## src/rtl/thermo_pkg.sv

```systemverilog
// Shared state codes, converter word field positions and the word decode helper
// for the thermocouple scanner.
package thermo_pkg;

   typedef logic [2:0] state_t;

   localparam state_t ST_STARTUP = 3'd0;
   localparam state_t ST_REQ     = 3'd1;
   localparam state_t ST_XFER    = 3'd2;
   localparam state_t ST_CAPTURE = 3'd3;
   localparam state_t ST_NEXT    = 3'd4;
   localparam state_t ST_IDLE    = 3'd5;

   localparam int TC_MSB  = 31;
   localparam int TC_LSB  = 18;
   localparam int JT_MSB  = 15;
   localparam int JT_LSB  = 4;
   localparam int FLT_ANY = 16;
   localparam int FLT_SCV = 2;
   localparam int FLT_SCG = 1;
   localparam int FLT_OC  = 0;

   typedef struct packed {
      logic [13:0] tc;
      logic [11:0] jt;
      logic [3:0]  flt;
   } tc_word_t;

   function automatic tc_word_t decode_word(input logic [31:0] w);
      tc_word_t d;
      d.tc  = w[TC_MSB:TC_LSB];
      d.jt  = w[JT_MSB:JT_LSB];
      d.flt = {w[FLT_ANY], w[FLT_SCV], w[FLT_SCG], w[FLT_OC]};
      return d;
   endfunction

endpackage

```

## src/rtl/thermo_timer.sv

```systemverilog
// Loadable down-counter shared by every timed scanner state; done is high
// while the count sits at zero.
module thermo_timer #(
   parameter int            W       = 8,
   parameter logic [W-1:0]  RST_VAL = '0
) (
   input  logic         clk,
   input  logic         rst,
   input  logic         load,
   input  logic [W-1:0] load_val,
   output logic         done
);

   logic [W-1:0] cnt;

   always_ff @(posedge clk) begin
      if (rst)
         cnt <= RST_VAL;
      else if (load)
         cnt <= load_val;
      else if (cnt != '0)
         cnt <= cnt - 1'b1;
   end

   assign done = (cnt == '0);

endmodule

```

## src/rtl/thermo_scanner.sv

```systemverilog
// Round-robin thermocouple converter scanner driving an external SPI master.
// Define THERMO_STICKY_FAULT_EN to make fault/timeout flags sticky until fault_clr.
//
//   state    | meaning
//   STARTUP  | power-up settle before the first round
//   REQ      | request a transfer on spi_cs_sel
//   XFER     | SPI master busy, wait for completion
//   CAPTURE  | latch decoded word into the channel slot
//   NEXT     | advance channel, wrap into IDLE after the last one
//   IDLE     | poll interval between rounds
module thermo_scanner
   import thermo_pkg::*;
#(
   parameter int CLK_FREQ       = 96000,
   parameter int N_CH           = 4,
   parameter int STARTUP_S      = 3,
   parameter int POLL_CYCLES    = 96000,
   parameter int TIMEOUT_CYCLES = 4096
) (
   input  logic                                       clk,
   input  logic                                       rst,
   input  logic                                       spi_not_busy,
   input  logic [31:0]                                spi_rx_data,
   output logic                                       spi_ena,
   output logic [((N_CH > 1) ? $clog2(N_CH) : 1)-1:0] spi_cs_sel,
   input  logic                                       fault_clr,
   output logic [14*N_CH-1:0]                         tc_temp_data,
   output logic [12*N_CH-1:0]                         junction_temp_data,
   output logic [4*N_CH-1:0]                          fault_bits,
   output logic [N_CH-1:0]                            timeout_err,
   output logic                                       sample_stb
);

   localparam int CS_W        = (N_CH > 1) ? $clog2(N_CH) : 1;
   localparam int STARTUP_CYC = CLK_FREQ * STARTUP_S;
   localparam int MAX_A       = (STARTUP_CYC > POLL_CYCLES) ? STARTUP_CYC : POLL_CYCLES;
   localparam int MAX_CYC     = (MAX_A > TIMEOUT_CYCLES) ? MAX_A : TIMEOUT_CYCLES;
   localparam int CNT_W       = $clog2(MAX_CYC + 1);

   // Loaded with N-1 so a state lasts exactly N cycles before done is seen.
   localparam logic [CNT_W-1:0] LD_STARTUP = CNT_W'(STARTUP_CYC - 1);
   localparam logic [CNT_W-1:0] LD_POLL    = CNT_W'(POLL_CYCLES - 1);
   localparam logic [CNT_W-1:0] LD_TMO     = CNT_W'(TIMEOUT_CYCLES - 1);
   localparam logic [CS_W-1:0]  LAST_CH    = CS_W'(N_CH - 1);

   state_t           state, state_nxt;
   logic             tmr_done, tmr_load, tmo_hit;
   logic [CNT_W-1:0] tmr_val;
   tc_word_t         word;

   assign word = decode_word(spi_rx_data);

   always_comb begin
      state_nxt = state;
      tmo_hit   = 1'b0;
      case (state)
         ST_STARTUP: if (tmr_done) state_nxt = ST_REQ;
         ST_REQ: begin
            if (!spi_not_busy)
               state_nxt = ST_XFER;
            else if (tmr_done) begin
               state_nxt = ST_NEXT;
               tmo_hit   = 1'b1;
            end
         end
         ST_XFER: begin
            if (spi_not_busy)
               state_nxt = ST_CAPTURE;
            else if (tmr_done) begin
               state_nxt = ST_NEXT;
               tmo_hit   = 1'b1;
            end
         end
         ST_CAPTURE: state_nxt = ST_NEXT;
         ST_NEXT:    state_nxt = (spi_cs_sel == LAST_CH) ? ST_IDLE : ST_REQ;
         ST_IDLE:    if (tmr_done) state_nxt = ST_REQ;
         default:    state_nxt = ST_IDLE;
      endcase
   end

   always_comb begin
      tmr_load = (state_nxt != state);
      case (state_nxt)
         ST_STARTUP:      tmr_val = LD_STARTUP;
         ST_IDLE:         tmr_val = LD_POLL;
         ST_REQ, ST_XFER: tmr_val = LD_TMO;
         default:         tmr_val = '0;
      endcase
   end

   thermo_timer #(
      .W       (CNT_W),
      .RST_VAL (LD_STARTUP)
   ) u_timer (
      .clk      (clk),
      .rst      (rst),
      .load     (tmr_load),
      .load_val (tmr_val),
      .done     (tmr_done)
   );

   assign spi_ena = (state == ST_REQ) && spi_not_busy && !tmr_done;

`ifndef THERMO_STICKY_FAULT_EN
   logic unused_fault_clr;
   assign unused_fault_clr = fault_clr;
`endif

   always_ff @(posedge clk) begin
      if (rst) begin
         state              <= ST_STARTUP;
         spi_cs_sel         <= '0;
         sample_stb         <= 1'b0;
         tc_temp_data       <= '0;
         junction_temp_data <= '0;
         fault_bits         <= '0;
         timeout_err        <= '0;
      end else begin
         state      <= state_nxt;
         sample_stb <= (state == ST_CAPTURE);
         if (state == ST_NEXT)
            spi_cs_sel <= (spi_cs_sel == LAST_CH) ? '0 : spi_cs_sel + 1'b1;
`ifdef THERMO_STICKY_FAULT_EN
         if (fault_clr) begin
            fault_bits  <= '0;
            timeout_err <= '0;
         end
`endif
         for (int k = 0; k < N_CH; k++) begin
            if (spi_cs_sel == CS_W'(k)) begin
               if (state == ST_CAPTURE) begin
                  tc_temp_data[14*k +: 14]       <= word.tc;
                  junction_temp_data[12*k +: 12] <= word.jt;
`ifdef THERMO_STICKY_FAULT_EN
                  // A clear in the capture cycle keeps only the new word's bits.
                  fault_bits[4*k +: 4] <= fault_clr ? word.flt : (fault_bits[4*k +: 4] | word.flt);
`else
                  fault_bits[4*k +: 4] <= word.flt;
`endif
                  timeout_err[k] <= 1'b0;
               end
               if (tmo_hit)
                  timeout_err[k] <= 1'b1;
            end
         end
      end
   end

endmodule

```

## config.mk

```make
export PLATFORM = sky130hd
export DESIGN_NAME = thermo_scanner
export DESIGN_NICKNAME = d
export VERILOG_FILES = /design/src/rtl/thermo_pkg.sv /design/src/rtl/thermo_timer.sv /design/src/rtl/thermo_scanner.sv
export SDC_FILE = /design/constraint.sdc
export NUM_CORES = 1
export LEC_CHECK = 0
export ABC_AREA = 1
export BUFFER_PORTS_ARGS = -buffer_cell sky130_fd_sc_hd__clkbuf_2
export CAP_MARGIN = 0
export CORE_UTILIZATION = 47
export CTS_CLUSTER_SIZE = 30
export DETAILED_ROUTE_END_ITERATION = 8
export PLACE_DENSITY_LB_ADDON = 0.12
export SKIP_CTS_REPAIR_TIMING = 1
export SYNTH_ARGS = -nofsm -noshare
export SYNTH_HDL_FRONTEND = slang
export SYNTH_SLANG_ARGS = --single-unit
```

## constraint.sdc

```tcl
create_clock -name clk -period 1.7 [get_ports clk]
set_clock_uncertainty 0.1 [all_clocks]
set_input_delay 0 -clock clk [delete_from_list [all_inputs] [get_ports clk]]
set_output_delay 0 -clock clk [all_outputs]
set_load 0.005 [all_outputs]
```

==> results.ini <==
[status]
outcome=finished, violations left
violations=negative setup slack

[timing]
post-route-period-util_pct=123
final-hold-violation-count=0
tightest_slew_ns=0.714
fmax_mhz=478
period_needed_ns=2.09
drv_slew=0
relSlewSlack_pct=52.3
setup_ws_ns=-0.392
setup_viol=20
rsz0062_at_grt=yes

[global_route]
grt_max_degree=133
grt_pass1_wl_mm=27.6
grt_pass1_vias=5640
grt_overflow=0
antenna_found_initial=0
grt.total_usage_pct=27.0

[cts]
cts_made_buffers=17
clk_path_buf_depth=2
path_clk_slew_ns=0.06
root_buffer=clkbuf_16
htreeDepth=4
clock_latency_ns=0.42
cts.sinks=149
tritoncts=built

[worst_hold_path]
hold_depth=3
hold_path_class=in2reg

[route]
first_iter_violations=455
drc_errors=0
num_vias=6235
post_drt_via_cell_ratio=5.33
ant_nets=0
first_pass_iters=5
avgRoutedWirePerCell_um=15.8
wirelength_mm=18.4

[placed_design]
routabilityCongestion=0.886
hpwl_mm=11.6
port_buffers=160

[worst_setup_path]
worst_setup_path_end_kind=register
criticalPathCategory=reg2reg
crit_slowest_cell=dfxtp_2
critPathMaxFanout=7
worstSetupStartpointType=register
path_depth=12
required_ns=1.95
crit_chain=inv_2 -> ha_4 -> nand2_4 -> nor2_4 -> nand3_4 -> nand2_2 -> nand2_2 -> nand4_1 -> nand2_4 -> nor2_4 -> nand2_1 -> a21oi_2
crit_arrival_ns=2.34
slowest_delay_ns=0.32
cp.buffers_inverters=1
r2r_cells=12
critical-path-top-delay-family=simple AND/OR/NAND/NOR gates

[logic_synthesis]
syn_area_mm2=0.00595
yosys.area.top_type=dfxtp_1
syn_nets=807
syn_inst=766
yosysMostFrequentCell=nand2_1
syn_avg_cell_area_um2=7.77
ys_seq_area_share_pct=50.1
synth_top_area_share_pct=50.1
synth_edf_count=0
synth_top_cells_by_count=nand2_1, dfxtp_1, nand3_1
synth.top_cells.by_area=dfxtp_1, nand3_1, a21oi_1
yosys.cell_types.count=34
ys_ff_latch=149
ys_warn_count=0
ys.flop_type=dfxtp_1
synthArstFlopShare_pct=0

[final_layout]
nNetsFinal=1031
antenna_cells=0
drive_above_1_share_pct=31.3
area_growth_pct=40.3
post-route-util_pct=68.7

[job]
maxCapViolations=0

[power_and_ir_drop]
peakVddDrop_uv=743
power_mw=7.25
power_density_mw_per_mm2=868
leakage_nw=3.50

[die]
die-area_mm2=0.0131
chipWidth_um=115
core_area_mm2=0.0122
fp-row-count=40
start_util_pct=48.9
num_io_pins=164
fp.dieH_um=115

==> layout make-up <==
cell class / count / area, µm²
flip-flops and latches: 149 / 2990
multi-input cells: 535 / 2770
clock buffers: 22 / 464
inverters: 28 / 106
clock inverters: 9 / 80.1
repair buffers: 259 / 1730
fillers: 999 / 3810
well taps: 168 / 210
==> path summary, 6_finish.rpt <==
check | from | to | slack [ns]
setup / recovery | u_timer.cnt[0]$_SDFFE_PP1P_ | u_timer.cnt[16]$_SDFFE_PP0P_ | -0.39
hold / removal | rst | sample_stb$_SDFF_PP0_ | 0.009
setup reg to reg | u_timer.cnt[0]$_SDFFE_PP1P_ | u_timer.cnt[16]$_SDFFE_PP0P_ | -0.39
hold reg to reg | junction_temp_data[3]$_SDFFE_PP0P_ | junction_temp_data[3]$_SDFFE_PP0P_ | 0.36
==> state kept, by name, indices dropped and copies added (netlist names) <==
signal,count
sample_stb,1
tc_temp_data,56
junction_temp_data,48
state,3
u_timer.cnt,19
timeout_err,4
spi_cs_sel,2
fault_bits,16
==> worst register-to-register path, cell delays in order (launching register included) <==
cell	delay [ns]
dfxtp_2	0.32
inv_2	0.08
ha_4	0.15
nand2_4	0.05
nor2_4	0.18
nand3_4	0.15
nand2_2	0.11
nand2_2	0.07
nand4_1	0.17
nand2_4	0.15
nor2_4	0.25
nand2_1	0.12
a21oi_2	0.13
==> cells in the final DEF (no fill, tap or decap), types with 3 or more instances in the layout <==
cell type / count
xnor2_1: 5
nand3_1: 134
nor2_1: 25
nand4_1: 5
inv_2: 6
nand3_2: 7
o21ai_1: 3
nand2_1: 165
inv_1: 21
nand2_4: 7
buf_12: 6
clkbuf_1: 3
buf_6: 8
dfxtp_2: 6
nor3_1: 3
dfxtp_1: 143
clkbuf_2: 159
nand3_4: 3
a21oi_1: 131
buf_4: 56
xor2_1: 7
nand2_2: 9
ha_1: 4
nor2_2: 5
clkinv_2: 6
clkbuf_16: 17
dlygate4sd3_1: 30
nor2_4: 3
o21ai_0: 5
==> routing by layer <==
metal  track usage, %  share of wire [%]  up-vias
li1                 -                  -     3015
met1             33.4                 41     2956
met2             43.9                 51      230
met3             6.72                6.4       34
met4             12.8                2.6        0
met5                0                  0        -
==> through the flow <==
| step | instance area, µm² | setup TNS, ns | std cells | hold slack, ns | setup WS (ns) |
|---|---|---|---|---|---|
| after floorplan | 5990 | -0.409 | 766 | 0.0651 | -0.0362 |
| after global placement | 7280 | -3.24 | 1097 | 0.204 | -0.190 |
| after detailed placement | 7280 | -5.33 | 1097 | 0.206 | -0.310 |
| after CTS | 7830 | -5.63 | 1128 | -0.242 | -0.335 |
| after global routing | 8350 | -8.37 | 1170 | 0.0705 | -0.492 |
| final | 8350 | -6.45 | 1170 | 0.00874 | -0.392 |
==> logic make-up after synthesis <==
kind of cell,Yosys count,share of synthesized area [%]
flops,149,50.1
fa+ha+maj,5,1.05
buf+inv,84,5.80
simple gates,372,28.8
compound gates,144,12.5
xor+xnor,12,1.77
==> where the power goes <==
part           internal, mW  switching (mW)  total (mW)
registers              3.50         0.00445        3.50
logic                 0.100           0.144       0.244
clock network          2.07            1.43        3.50
Power figures use the tool's default switching activity.
